===== src/rtl/regfile_pkg.sv =====
// Shared types and constants for the register-file write path.
//   SCALAR_W / LANE_W / LANES / VEC_W : data widths
//   NREGS / AW                        : register index range and address width
//   dest_type_e                       : destination bank (scalar or vector)
//   wb_entry_t                        : one completed write; scalar data sits in data[SCALAR_W-1:0]
package regfile_pkg;
    localparam int SCALAR_W = 21;
    localparam int LANE_W   = 24;
    localparam int LANES    = 8;
    localparam int VEC_W    = LANES * LANE_W;
    localparam int NREGS    = 6;
    localparam int AW       = 3;
    localparam int LANE_CW  = $clog2(LANES);

    typedef enum logic {
        DEST_SCALAR = 1'b0,
        DEST_VECTOR = 1'b1
    } dest_type_e;

    typedef struct packed {
        dest_type_e       typ;
        logic [AW-1:0]    dest;
        logic [VEC_W-1:0] data;
    } wb_entry_t;
endpackage


===== src/rtl/wb_fifo.sv =====
// Completed-write FIFO between the result assembler and the register-file drain.
// Ports:
//   clk, rst_n        : clock, asynchronous active-low reset
//   flush             : synchronous clear of all entries
//   push, push_entry  : enqueue (caller guarantees !full)
//   pop, head         : dequeue; head is the oldest entry (valid when !empty)
//   full, empty, count: occupancy status
//   entries, valid    : raw storage and per-slot valid bits, for hazard matching
module wb_fifo
    import regfile_pkg::*;
#(
    parameter int DEPTH = 4
) (
    input  logic                    clk,
    input  logic                    rst_n,
    input  logic                    flush,
    input  logic                    push,
    input  wb_entry_t               push_entry,
    input  logic                    pop,
    output wb_entry_t               head,
    output logic                    full,
    output logic                    empty,
    output logic [$clog2(DEPTH):0]  count,
    output wb_entry_t [DEPTH-1:0]   entries,
    output logic [DEPTH-1:0]        valid
);
    localparam int PW = $clog2(DEPTH);
    localparam int CW = PW + 1;
    localparam logic [CW-1:0] DEPTH_C = CW'(DEPTH);

    wb_entry_t [DEPTH-1:0] mem;
    logic [PW-1:0]         wr_ptr;
    logic [PW-1:0]         rd_ptr;
    logic [CW-1:0]         cnt;
    logic [DEPTH-1:0]      vld;
    logic [DEPTH-1:0]      vld_nxt;

    always_comb begin
        vld_nxt = vld;
        if (pop)
            vld_nxt[rd_ptr] = 1'b0;
        if (push)
            vld_nxt[wr_ptr] = 1'b1;
    end

    always_ff @(posedge clk or negedge rst_n) begin
        if (!rst_n) begin
            wr_ptr <= '0;
            rd_ptr <= '0;
            cnt    <= '0;
            vld    <= '0;
        end else if (flush) begin
            wr_ptr <= '0;
            rd_ptr <= '0;
            cnt    <= '0;
            vld    <= '0;
        end else begin
            // Pointers are PW bits wide, so they wrap modulo DEPTH on their own.
            if (push)
                wr_ptr <= wr_ptr + 1'b1;
            if (pop)
                rd_ptr <= rd_ptr + 1'b1;
            case ({push, pop})
                2'b10:   cnt <= cnt + 1'b1;
                2'b01:   cnt <= cnt - 1'b1;
                default: cnt <= cnt;
            endcase
            vld <= vld_nxt;
        end
    end

    always_ff @(posedge clk) begin
        if (push && !flush)
            mem[wr_ptr] <= push_entry;
    end

    assign head    = mem[rd_ptr];
    assign full    = (cnt == DEPTH_C);
    assign empty   = (cnt == '0);
    assign count   = cnt;
    assign entries = mem;
    assign valid   = vld;
endmodule


===== src/rtl/regfile_write_sequencer.sv =====
// Initiator side of the register-file write port.
// Accepts scalar results and lane-serial vector results over a valid/ready
// stream, assembles vectors into VEC_W-bit words, queues completed writes in
// wb_fifo and drains one write per cycle onto Reg_write/desType/A3/wd3e/wd3v.
// Ports:
//   in_valid/in_ready/in_type/in_dest/in_data/in_last : result beat stream
//   flush                                             : discard queued and partial writes
//   Reg_write/desType/A3/wd3e/wd3v                    : registered register-file write port
//   q_addr/q_type/q_pending                           : pending-write hazard query
//   count                                             : FIFO occupancy
//   err_bad_addr                                      : registered pulse, write dropped (dest >= NREGS)
// Configuration macro: WSEQ_HAZARD_EN builds the q_pending match logic;
// when undefined q_pending is tied 0.
module regfile_write_sequencer
    import regfile_pkg::*;
#(
    parameter int DEPTH = 4
) (
    input  logic                   clk,
    input  logic                   rst_n,
    input  logic                   in_valid,
    output logic                   in_ready,
    input  logic                   in_type,
    input  logic [AW-1:0]          in_dest,
    input  logic [LANE_W-1:0]      in_data,
    input  logic                   in_last,
    input  logic                   flush,
    output logic                   Reg_write,
    output logic                   desType,
    output logic [AW-1:0]          A3,
    output logic [SCALAR_W-1:0]    wd3e,
    output logic [VEC_W-1:0]       wd3v,
    input  logic [AW-1:0]          q_addr,
    input  logic                   q_type,
    output logic                   q_pending,
    output logic [$clog2(DEPTH):0] count,
    output logic                   err_bad_addr
);
    typedef enum logic {
        ASM_IDLE     = 1'b0,
        ASM_ASSEMBLE = 1'b1
    } asm_state_e;

    localparam logic [LANE_CW-1:0] LAST_LANE = LANE_CW'(LANES - 1);
    localparam logic [AW:0]        NREGS_C   = (AW + 1)'(NREGS);

    asm_state_e            state, state_nxt;
    logic [LANE_CW-1:0]    lane, lane_nxt;
    logic [AW-1:0]         asm_dest, asm_dest_nxt;
    logic [VEC_W-1:0]      asm_buf, asm_buf_nxt;
    logic [VEC_W-1:0]      merged;

    logic                  accept;
    logic                  complete;
    dest_type_e            cmp_typ;
    logic [AW-1:0]         cmp_dest;
    logic [VEC_W-1:0]      cmp_data;
    logic                  bad_dest;
    logic                  push;
    wb_entry_t             push_entry;
    logic                  pop;

    wb_entry_t             head;
    logic                  fifo_full;
    logic                  fifo_empty;
    wb_entry_t [DEPTH-1:0] fifo_entries;
    logic [DEPTH-1:0]      fifo_valid;

    assign in_ready = !fifo_full;
    assign accept   = in_valid && in_ready;

    always_ff @(posedge clk or negedge rst_n) begin
        if (!rst_n) begin
            state    <= ASM_IDLE;
            lane     <= '0;
            asm_dest <= '0;
            asm_buf  <= '0;
        end else begin
            state    <= state_nxt;
            lane     <= lane_nxt;
            asm_dest <= asm_dest_nxt;
            asm_buf  <= asm_buf_nxt;
        end
    end

    always_comb begin
        state_nxt    = state;
        lane_nxt     = lane;
        asm_dest_nxt = asm_dest;
        asm_buf_nxt  = asm_buf;
        merged       = asm_buf;
        complete     = 1'b0;
        cmp_typ      = DEST_SCALAR;
        cmp_dest     = '0;
        cmp_data     = '0;

        if (flush) begin
            state_nxt    = ASM_IDLE;
            lane_nxt     = '0;
            asm_dest_nxt = '0;
            asm_buf_nxt  = '0;
        end else if (accept) begin
            case (state)
                ASM_IDLE: begin
                    if (!in_type) begin
                        complete = 1'b1;
                        cmp_typ  = DEST_SCALAR;
                        cmp_dest = in_dest;
                        cmp_data = VEC_W'(in_data[SCALAR_W-1:0]);
                    end else if (in_last) begin
                        // Single-lane vector completes without entering ASSEMBLE.
                        complete = 1'b1;
                        cmp_typ  = DEST_VECTOR;
                        cmp_dest = in_dest;
                        cmp_data = VEC_W'(in_data);
                    end else begin
                        state_nxt    = ASM_ASSEMBLE;
                        lane_nxt     = LANE_CW'(1);
                        asm_dest_nxt = in_dest;
                        asm_buf_nxt  = VEC_W'(in_data);
                    end
                end
                ASM_ASSEMBLE: begin
                    merged[lane*LANE_W +: LANE_W] = in_data;
                    if (in_last || lane == LAST_LANE) begin
                        complete    = 1'b1;
                        cmp_typ     = DEST_VECTOR;
                        cmp_dest    = asm_dest;
                        cmp_data    = merged;
                        state_nxt   = ASM_IDLE;
                        lane_nxt    = '0;
                        asm_buf_nxt = '0;
                    end else begin
                        lane_nxt    = lane + 1'b1;
                        asm_buf_nxt = merged;
                    end
                end
                default: begin
                    state_nxt = ASM_IDLE;
                    lane_nxt  = '0;
                end
            endcase
        end
    end

    assign bad_dest   = complete && ({1'b0, cmp_dest} >= NREGS_C);
    assign push       = complete && !bad_dest;
    assign push_entry = '{typ: cmp_typ, dest: cmp_dest, data: cmp_data};
    assign pop        = !fifo_empty && !flush;

    wb_fifo #(
        .DEPTH(DEPTH)
    ) u_fifo (
        .clk        (clk),
        .rst_n      (rst_n),
        .flush      (flush),
        .push       (push),
        .push_entry (push_entry),
        .pop        (pop),
        .head       (head),
        .full       (fifo_full),
        .empty      (fifo_empty),
        .count      (count),
        .entries    (fifo_entries),
        .valid      (fifo_valid)
    );

    // Output stage: drives a strobe only in the cycle after a pop, otherwise all zero.
    always_ff @(posedge clk or negedge rst_n) begin
        if (!rst_n) begin
            Reg_write    <= 1'b0;
            desType      <= 1'b0;
            A3           <= '0;
            wd3e         <= '0;
            wd3v         <= '0;
            err_bad_addr <= 1'b0;
        end else begin
            err_bad_addr <= bad_dest;
            if (pop) begin
                Reg_write <= 1'b1;
                desType   <= (head.typ == DEST_VECTOR);
                A3        <= head.dest;
                wd3e      <= (head.typ == DEST_SCALAR) ? head.data[SCALAR_W-1:0] : '0;
                wd3v      <= (head.typ == DEST_VECTOR) ? head.data : '0;
            end else begin
                Reg_write <= 1'b0;
                desType   <= 1'b0;
                A3        <= '0;
                wd3e      <= '0;
                wd3v      <= '0;
            end
        end
    end

`ifdef WSEQ_HAZARD_EN
    logic unused_hz_data;
    assign unused_hz_data = ^fifo_entries;

    always_comb begin
        q_pending = 1'b0;
        for (int unsigned i = 0; i < DEPTH; i++) begin
            if (fifo_valid[i] && (fifo_entries[i].typ == dest_type_e'(q_type)) &&
                (fifo_entries[i].dest == q_addr))
                q_pending = 1'b1;
        end
        if (Reg_write && (desType == q_type) && (A3 == q_addr))
            q_pending = 1'b1;
        if ((state == ASM_ASSEMBLE) && q_type && (asm_dest == q_addr))
            q_pending = 1'b1;
    end
`else
    logic unused_hz;
    assign unused_hz = ^{q_addr, q_type, fifo_entries, fifo_valid};
    assign q_pending = 1'b0;
`endif
endmodule

===== config.mk =====
export PLATFORM = sky130hd
export DESIGN_NAME = regfile_write_sequencer
export DESIGN_NICKNAME = d
export VERILOG_FILES = /design/src/rtl/regfile_pkg.sv /design/src/rtl/wb_fifo.sv /design/src/rtl/regfile_write_sequencer.sv
export SDC_FILE = /design/constraint.sdc
export NUM_CORES = 1
export LEC_CHECK = 0
export CORE_ASPECT_RATIO = 0.75
export CORE_MARGIN = 5
export CORE_UTILIZATION = 46
export CTS_BUF_LIST = sky130_fd_sc_hd__clkbuf_4 sky130_fd_sc_hd__clkbuf_8
export CTS_CLUSTER_DIAMETER = 120
export DETAILED_ROUTE_END_ITERATION = 12
export SYNTH_ARGS = -nofsm -noshare
export SYNTH_HDL_FRONTEND = slang
export SYNTH_SLANG_ARGS = --single-unit

===== constraint.sdc =====
create_clock -name clk -period 7.9 [get_ports clk]
set_clock_uncertainty 0.05 [all_clocks]
set_input_delay 1.975 -clock clk [delete_from_list [all_inputs] [get_ports clk]]
set_output_delay 1.975 -clock clk [all_outputs]
set_load 0.01 [all_outputs]

# Word level (Yosys, flattened, before mapping)
# Index checks and enable logic that the tools add are counted.
# classes
add_sub_neg,6
n_mul,1
order_cmp,4
eq_ne,8
n_shift,2
muxes,64
bitwise_logic,1
reduce_logical,19
# ops
op,n
192-bit 2-to-1 mux,10
784-bit bitwise mux,1
192-bit one-hot mux with 2 select lines,2
196-bit binary-select mux with 2-bit select,1
196-bit demux with 2-bit select,1
196-bit 2-to-1 mux,2
192-bit bitwise mux,1
"24-bit by 34-bit variable shift with 192-bit output, first input constant",1
24-bit by 34-bit indexed part select with 192-bit output,1
3-bit 2-to-1 mux,17
24-bit 2-to-1 mux,2
21-bit 2-to-1 mux,2
8-bit negator with 34-bit output,1
3-bit one-hot mux with 2 select lines,3
1-bit 2-to-1 mux,15
2-bit 2-to-1 mux,4
2-bit nonzero test,4
"3-bit by 1-bit adder with 3-bit output, second input constant",2
"3-bit == test, second input constant",2
1-bit logical AND,6
"2-bit by 3-bit less-than comparator with 1-bit output, second input constant",2
"3-bit inequality test, second input constant",2
1-bit one-hot mux with 2 select lines,3
"3-bit by 2-bit multiplier with 5-bit output, second input constant",1
15 further kinds,19
# word_totals
reg_bits,1209
inputBits,37
output_inout_bits,224
word_cells,130

# Logic depth before layout (Yosys ltp)
# depth
ltp_word,13
mapped_depth,16
depth_no_buf,12

# By module
# A second synthesis with hierarchy kept.
# hier_totals
cells_unflattened,3069
area_unflattened_um2,49179.7
# by_module_without_submodules
mod,n_inst,cells_per_inst,area_per_inst_um2,seq_area_each_um2
wb_fifo,1,1089,28917.7,23817.8
regfile_write_sequencer,1,1980,20261.9,10460.0

# Worst setup path after synthesis
# No wires, ideal clock.
# synth_timing
path_type,in2reg
startpoint,input in_last
endpoint,"register u_fifo.mem (netlist bit u_fifo.entries[196]), enable pin"
setup_ps,580
arrival_time_ps,7710
required_ps,7270
path_slack_ps,-441
cell_stages,6
path_buffers,2
cell_sequence,or2_0 > clkbuf_1 > a32o_1 > a21oi_1 > clkbuf_1 > and2_1
# synth_via
elab_chain_len,10
word_cells_on_any_way,18
classes_between,order compare: 1; mux: 12; reduce/logical: 5
# synth_rtl
item,line_no,source
start: declaration,regfile_write_sequencer.sv:26,"input logic in_last,"
3-bit 2-to-1 mux / 1-bit logical OR (equally long branches),"regfile_write_sequencer.sv:110, regfile_write_sequencer.sv:125",
"3-bit 2-to-1 mux, on equally long branches","regfile_write_sequencer.sv:105, regfile_write_sequencer.sv:125",
3-bit one-hot mux with 2 select lines,regfile_write_sequencer.sv:103,case (state)
3-bit 2-to-1 mux,regfile_write_sequencer.sv:102,end else if (accept) begin
3-bit 2-to-1 mux,regfile_write_sequencer.sv:97,if (flush) begin
3-bit >= comparator,regfile_write_sequencer.sv:146,"assign bad_dest = complete && ({1'b0, cmp_dest} >= NREGS_C);"
1-bit logical AND,regfile_write_sequencer.sv:146,
1-bit logical NOT,regfile_write_sequencer.sv:147,assign push = complete && !bad_dest;
1-bit logical AND *,regfile_write_sequencer.sv:147,
1-bit logical AND *,wb_fifo.sv:73,if (push && !flush)
end signal: indexed assignment,wb_fifo.sv:74,mem[wr_ptr] <= push_entry;
end: declaration,wb_fifo.sv:31,wb_entry_t [DEPTH-1:0] mem;
# Every way passes the cells marked *; elsewhere a longest branch is shown, timed or not.
# A chain may end at the register's enable or synchronous reset.

# Worst setup path in the final report
# layout_timing
startpoint,register lane[0]
endpoint,register u_fifo.mem (netlist bit u_fifo.entries[294]) (data pin)
# layout_via
elab_chain_len,9
word_cells_on_any_way,12
classes_between,add/sub: 1; mul: 1; eq/ne: 1; shift: 2; mux: 6; reduce/logical: 1
# layout_rtl
item,line_no,source
start: declaration,regfile_write_sequencer.sv:48,"logic [LANE_CW-1:0] lane, lane_nxt;"
start signal: assignment,regfile_write_sequencer.sv:80,lane <= lane_nxt;
3-bit by 2-bit multiplier with 5-bit output,regfile_write_sequencer.sv:124,merged[lane*LANE_W +: LANE_W] = in_data;
8-bit negator with 34-bit output,regfile_write_sequencer.sv:124,
24-bit by 34-bit indexed part select with 192-bit output / 24-bit by 34-bit variable shift with 192-bit output (equally long branches),regfile_write_sequencer.sv:124,
192-bit bitwise mux,regfile_write_sequencer.sv:124,
192-bit 2-to-1 mux *,regfile_write_sequencer.sv:125,if (in_last || lane == LAST_LANE) begin
192-bit one-hot mux with 2 select lines *,regfile_write_sequencer.sv:103,
192-bit 2-to-1 mux *,regfile_write_sequencer.sv:102,
192-bit 2-to-1 mux *,regfile_write_sequencer.sv:97,
named net cmp_data[98],regfile_write_sequencer.sv:57,logic [VEC_W-1:0] cmp_data;
784-bit bitwise mux *,wb_fifo.sv:74,
# Mark *: on every way through the listed nets, which the timed path passes. The rest lies on a longest branch.

==> summary.txt <==
Yosys
  • Yosys top cell area share: about half
  • Post-synth top flop: edfxtp_1
  • Syn Std Cell Area: between 0.04 and 0.05 mm^2
  • Cell taking the most area after synthesis: edfxtp_1
  • Synth Instances: 3082
  • Post-synth ARST share: 35.15%
  • Net Count, Synth: roughly 3100
  • Area contributors post-synth: edfxtp_1, dfrtp_1, mux4_2
  • Number of synthesized flops with an enable pin: around 780
  • Yosys cell types: 80
  • Register area share after synthesis: between 70% and 80%
  • Yosys warns: 0
  • Syn Area/Cell: between 15 and 20 um^2
  • Yosys reg bits: 1209

Clocking
  • CTS H-tree depth: 4
  • Clock Tree Root: clkbuf_8
  • Skew-Pair Late Insertion Delay: between 0.8 and 0.9 ns
  • Cts hold-fix bufs: 0
  • CTS tree: yes
  • CTS buffer count: between 150 and 200
  • Setup Fix Bufs, Post-CTS: 0
  • Clock sink total: between 1000 and 1500
  • Gates resized, CTS repair: 0
  • Worst-case clock buffer depth: 3
  • CTS clk-pin slew, worst paths: approximately 0.07 ns

Final layout
  • Area growth syn-to-layout: 16.78%
  • Final Cell Area: ~0.057 mm^2
  • Ratio of cells with drive above 1 in the final layout: a little under a fifth
  • Nets: roughly 3400

Floorplanning
  • Die width: 385.4 um
  • CORE AREA: 0.1052 mm^2
  • Rows: between 100 and 150
  • Die height: just under 300 um
  • Starting Density: between 40% and 50%
  • I/O Pins: approximately 260
  • Die area: about 0.11 mm^2

Global route
  • Overflow after GRT: 0
  • First-pass GRT wire length: slightly below 200000 um
  • Largest net degree at the start of global routing: 143
  • Total GRT Usage: roughly 23%
  • Antenna violations before repair: 11
  • Number of global-route vias before repair: roughly 29000

STA
  • Worst relative slew slack: 11.75%
  • Fin. Hold Viols: 0
  • Unrepaired setup endpoints after global routing: no
  • Worst slew pin tran: 1.324 ns
  • Setup violations, final: 0
  • Tcrit/Tclk final: ~73%
  • Max Fclk: 0.1725 GHz
  • Tmin final: about 5.8 ns
  • Setup slack after layout: 2.104 ns
  • Pins Over Slew Limit: 0
  • Setup TNS: 0 ns

Route
  • TritonRoute pass-1 iters: 8
  • Antenna Nets Post-Route: 0
  • Final WL: 129900 um
  • Detail-routed via count per cell: ~5.8
  • Starting DRT DRC Count: around 2700
  • Drt drc: 0
  • Routed len/inst: 26.18 um
  • Via count: between 20000 and 30000

Power and ir drop
  • Pwr dens: 253.4 mW/mm^2
  • Leak: about 21 nW
  • Peak supply drop: between 100 and 150 uV

Critical path
  • R2r endpoint: u_fifo.entries[294]
  • CP bufs+invs: 2
  • Levels on crit path: 11
  • Critical-path cell list: ha_1 -> inv_1 -> fa_1 -> xor2_2 -> and3_1 -> ha_1 -> inv_1 -> a21oi_1 -> nand4_1 -> a21oi_1 -> nor2_1
  • CP max stage delay: 0.71 ns
  • R2R cell count: 11
  • WP data required: roughly 8.4 ns
  • Worst R2R Start: lane[0]
  • Arr. time, crit path: about 6.3 ns
  • Crit-path max FO: 20
  • Worst reg2reg setup slack: around 2.1 ns
  • Largest delay contributor family on the critical path: adder cells
  • CP Class: reg -> reg
  • CP max stage cell: a21oi_1
  • CP Capture Type: flip-flop
  • Startpoint Class: flip-flop

Placement
  • Gpl congestion: between 0.8 and 0.9
  • Detailed Place HPWL: between 80000 and 90000 um
  • Placement Setup Slack: 1.842 ns
  • DP Area: ~0.053 mm^2
  • Port bufs: around 260

Status
  • Outcome: completed

Flow run
  • Max Cap Violations: 0

Min path
  • Hold Path Stages: 2
  • Min-delay src: asm_buf[53]
  • Worst hold path type: reg -> reg
  • Endpoint, Worst Hold: asm_buf[53]
[worst min-delay path, stage by stage, from the launching register on]
cell and delay, ns:
dfrtp_1 0.34, nand2_1 0.05, o21ai_0 0.06
[how the worst max path moves through the flow]
stage	startpoint	endpoint	slack (ns)
final	lane[0]	u_fifo.entries[294]	2.10
after global routing	lane[0]	u_fifo.entries[406]	1.85
after CTS	lane[0]	u_fifo.entries[294]	2.28
after detailed placement	flush	u_fifo.entries[127]	1.84
after global placement	flush	u_fifo.entries[434]	1.99
after floorplan	in_last	u_fifo.entries[0]	1.74
[cells in the final DEF (no fill, tap or decap), drive strengths merged, types with 7 or more instances in the layout]
cell	count
edfxtp	784
dfrtp	425
clkbuf	276
clkdlybuf4s50	254
nor2	236
and3	200
mux4	196
nand2	185
o21ai	137
mux2i	95
a22o	79
a211oi	78
buf	77
a21oi	62
clkinv	54
a22oi	45
o2bb2ai	41
and2	38
nand3	33
inv	26
nand2b	22
nor3	15
nor2b	13
a21o	13
ha	12
or2	11
mux2	10
o22ai	10
o31ai	9
a32oi	8
o221ai	8
nor4	8
or3	7
[synthesized netlist by cell type (59+ instances only)]
library cell,n
dfrtp_1,425
clkbuf_1,132
a211oi_1,74
a22o_1,79
mux4_2,196
and3_1,200
nand2_1,183
mux2i_1,95
edfxtp_1,784
nor2_1,234
o21ai_0,119
a21oi_1,59
[cell families (layout without fill, tap and decap cells)]
logic type | Yosys count | count (layout) | share of synthesized area [%]
flops | 1209 | 1209 | 70.28
other cells | 1 | 7 | 0.007712
mux | 301 | 301 | 11.26
compound gates | 526 | 526 | 7.709
simple gates | 787 | 787 | 8.105
buf+inv | 235 | 694 | 2.015
fa+ha+maj | 14 | 14 | 0.3911
xor+xnor | 9 | 9 | 0.2238
[power breakdown]
part	switching, mW	leakage (nW)	total (mW)	internal (mW)
combinational	1.24	5.74	2.07	0.829
sequential	0.0970	12.9	7.04	6.94
clock	2.43	2.05	5.28	2.85
total	3.77	20.6	14.4	10.6
[registers in the layout (all words and copies together) (netlist names)]
name and count:
Reg_write 1, lane 3, state 1, wd3v 192
desType 1, u_fifo.entries 784, u_fifo.count 3, wd3e 21
u_fifo.wr_ptr 2, u_fifo.rd_ptr 2, A3 3, asm_dest 3
asm_buf 192, err_bad_addr 1
[per-layer routing]
| metal | GRT usage, % | vias up | share of wire (%) |
|---|---|---|---|
| met2 | 35.70 | 1026 | 47 |
| met3 | 5.158 | 226 | 7.0 |
| met5 | 0 | - | 0.032 |
| met4 | 7.350 | 6 | 2.6 |
| li1 | - | 12540 | - |
| met1 | 33.05 | 14990 | 43 |
[stage by stage]
| stage | power [mW] | util, % | instances | hold WS, ns |
|---|---|---|---|---|
| floorplan | 8.388 | - | 3082 | 0.3992 |
| detailed placement | 9.266 | 50.36 | 4616 | 0.4205 |
| global placement | 9.239 | 50.36 | 4616 | 0.4149 |
| CTS | 14.55 | 53.99 | 4958 | 0.4352 |
| finish | 14.39 | 54.00 | 4964 | 0.4336 |
| global route | 14.97 | 53.99 | 4960 | 0.4553 |
[final cells by class]
| class | count | area (um^2) |
|---|---|---|
| fill | 8600 | 48370 |
| sequential | 1209 | 34190 |
| multi-input combinational | 1638 | 13560 |
| timing repair buffer | 331 | 3353 |
| clock buffer | 276 | 3336 |
| tap | 1417 | 1773 |
| clock inverter | 66 | 481.7 |
| inverter | 21 | 81.33 |
| antenna | 6 | 15.01 |
No activity file was read; power rests on OpenSTA's default activity.
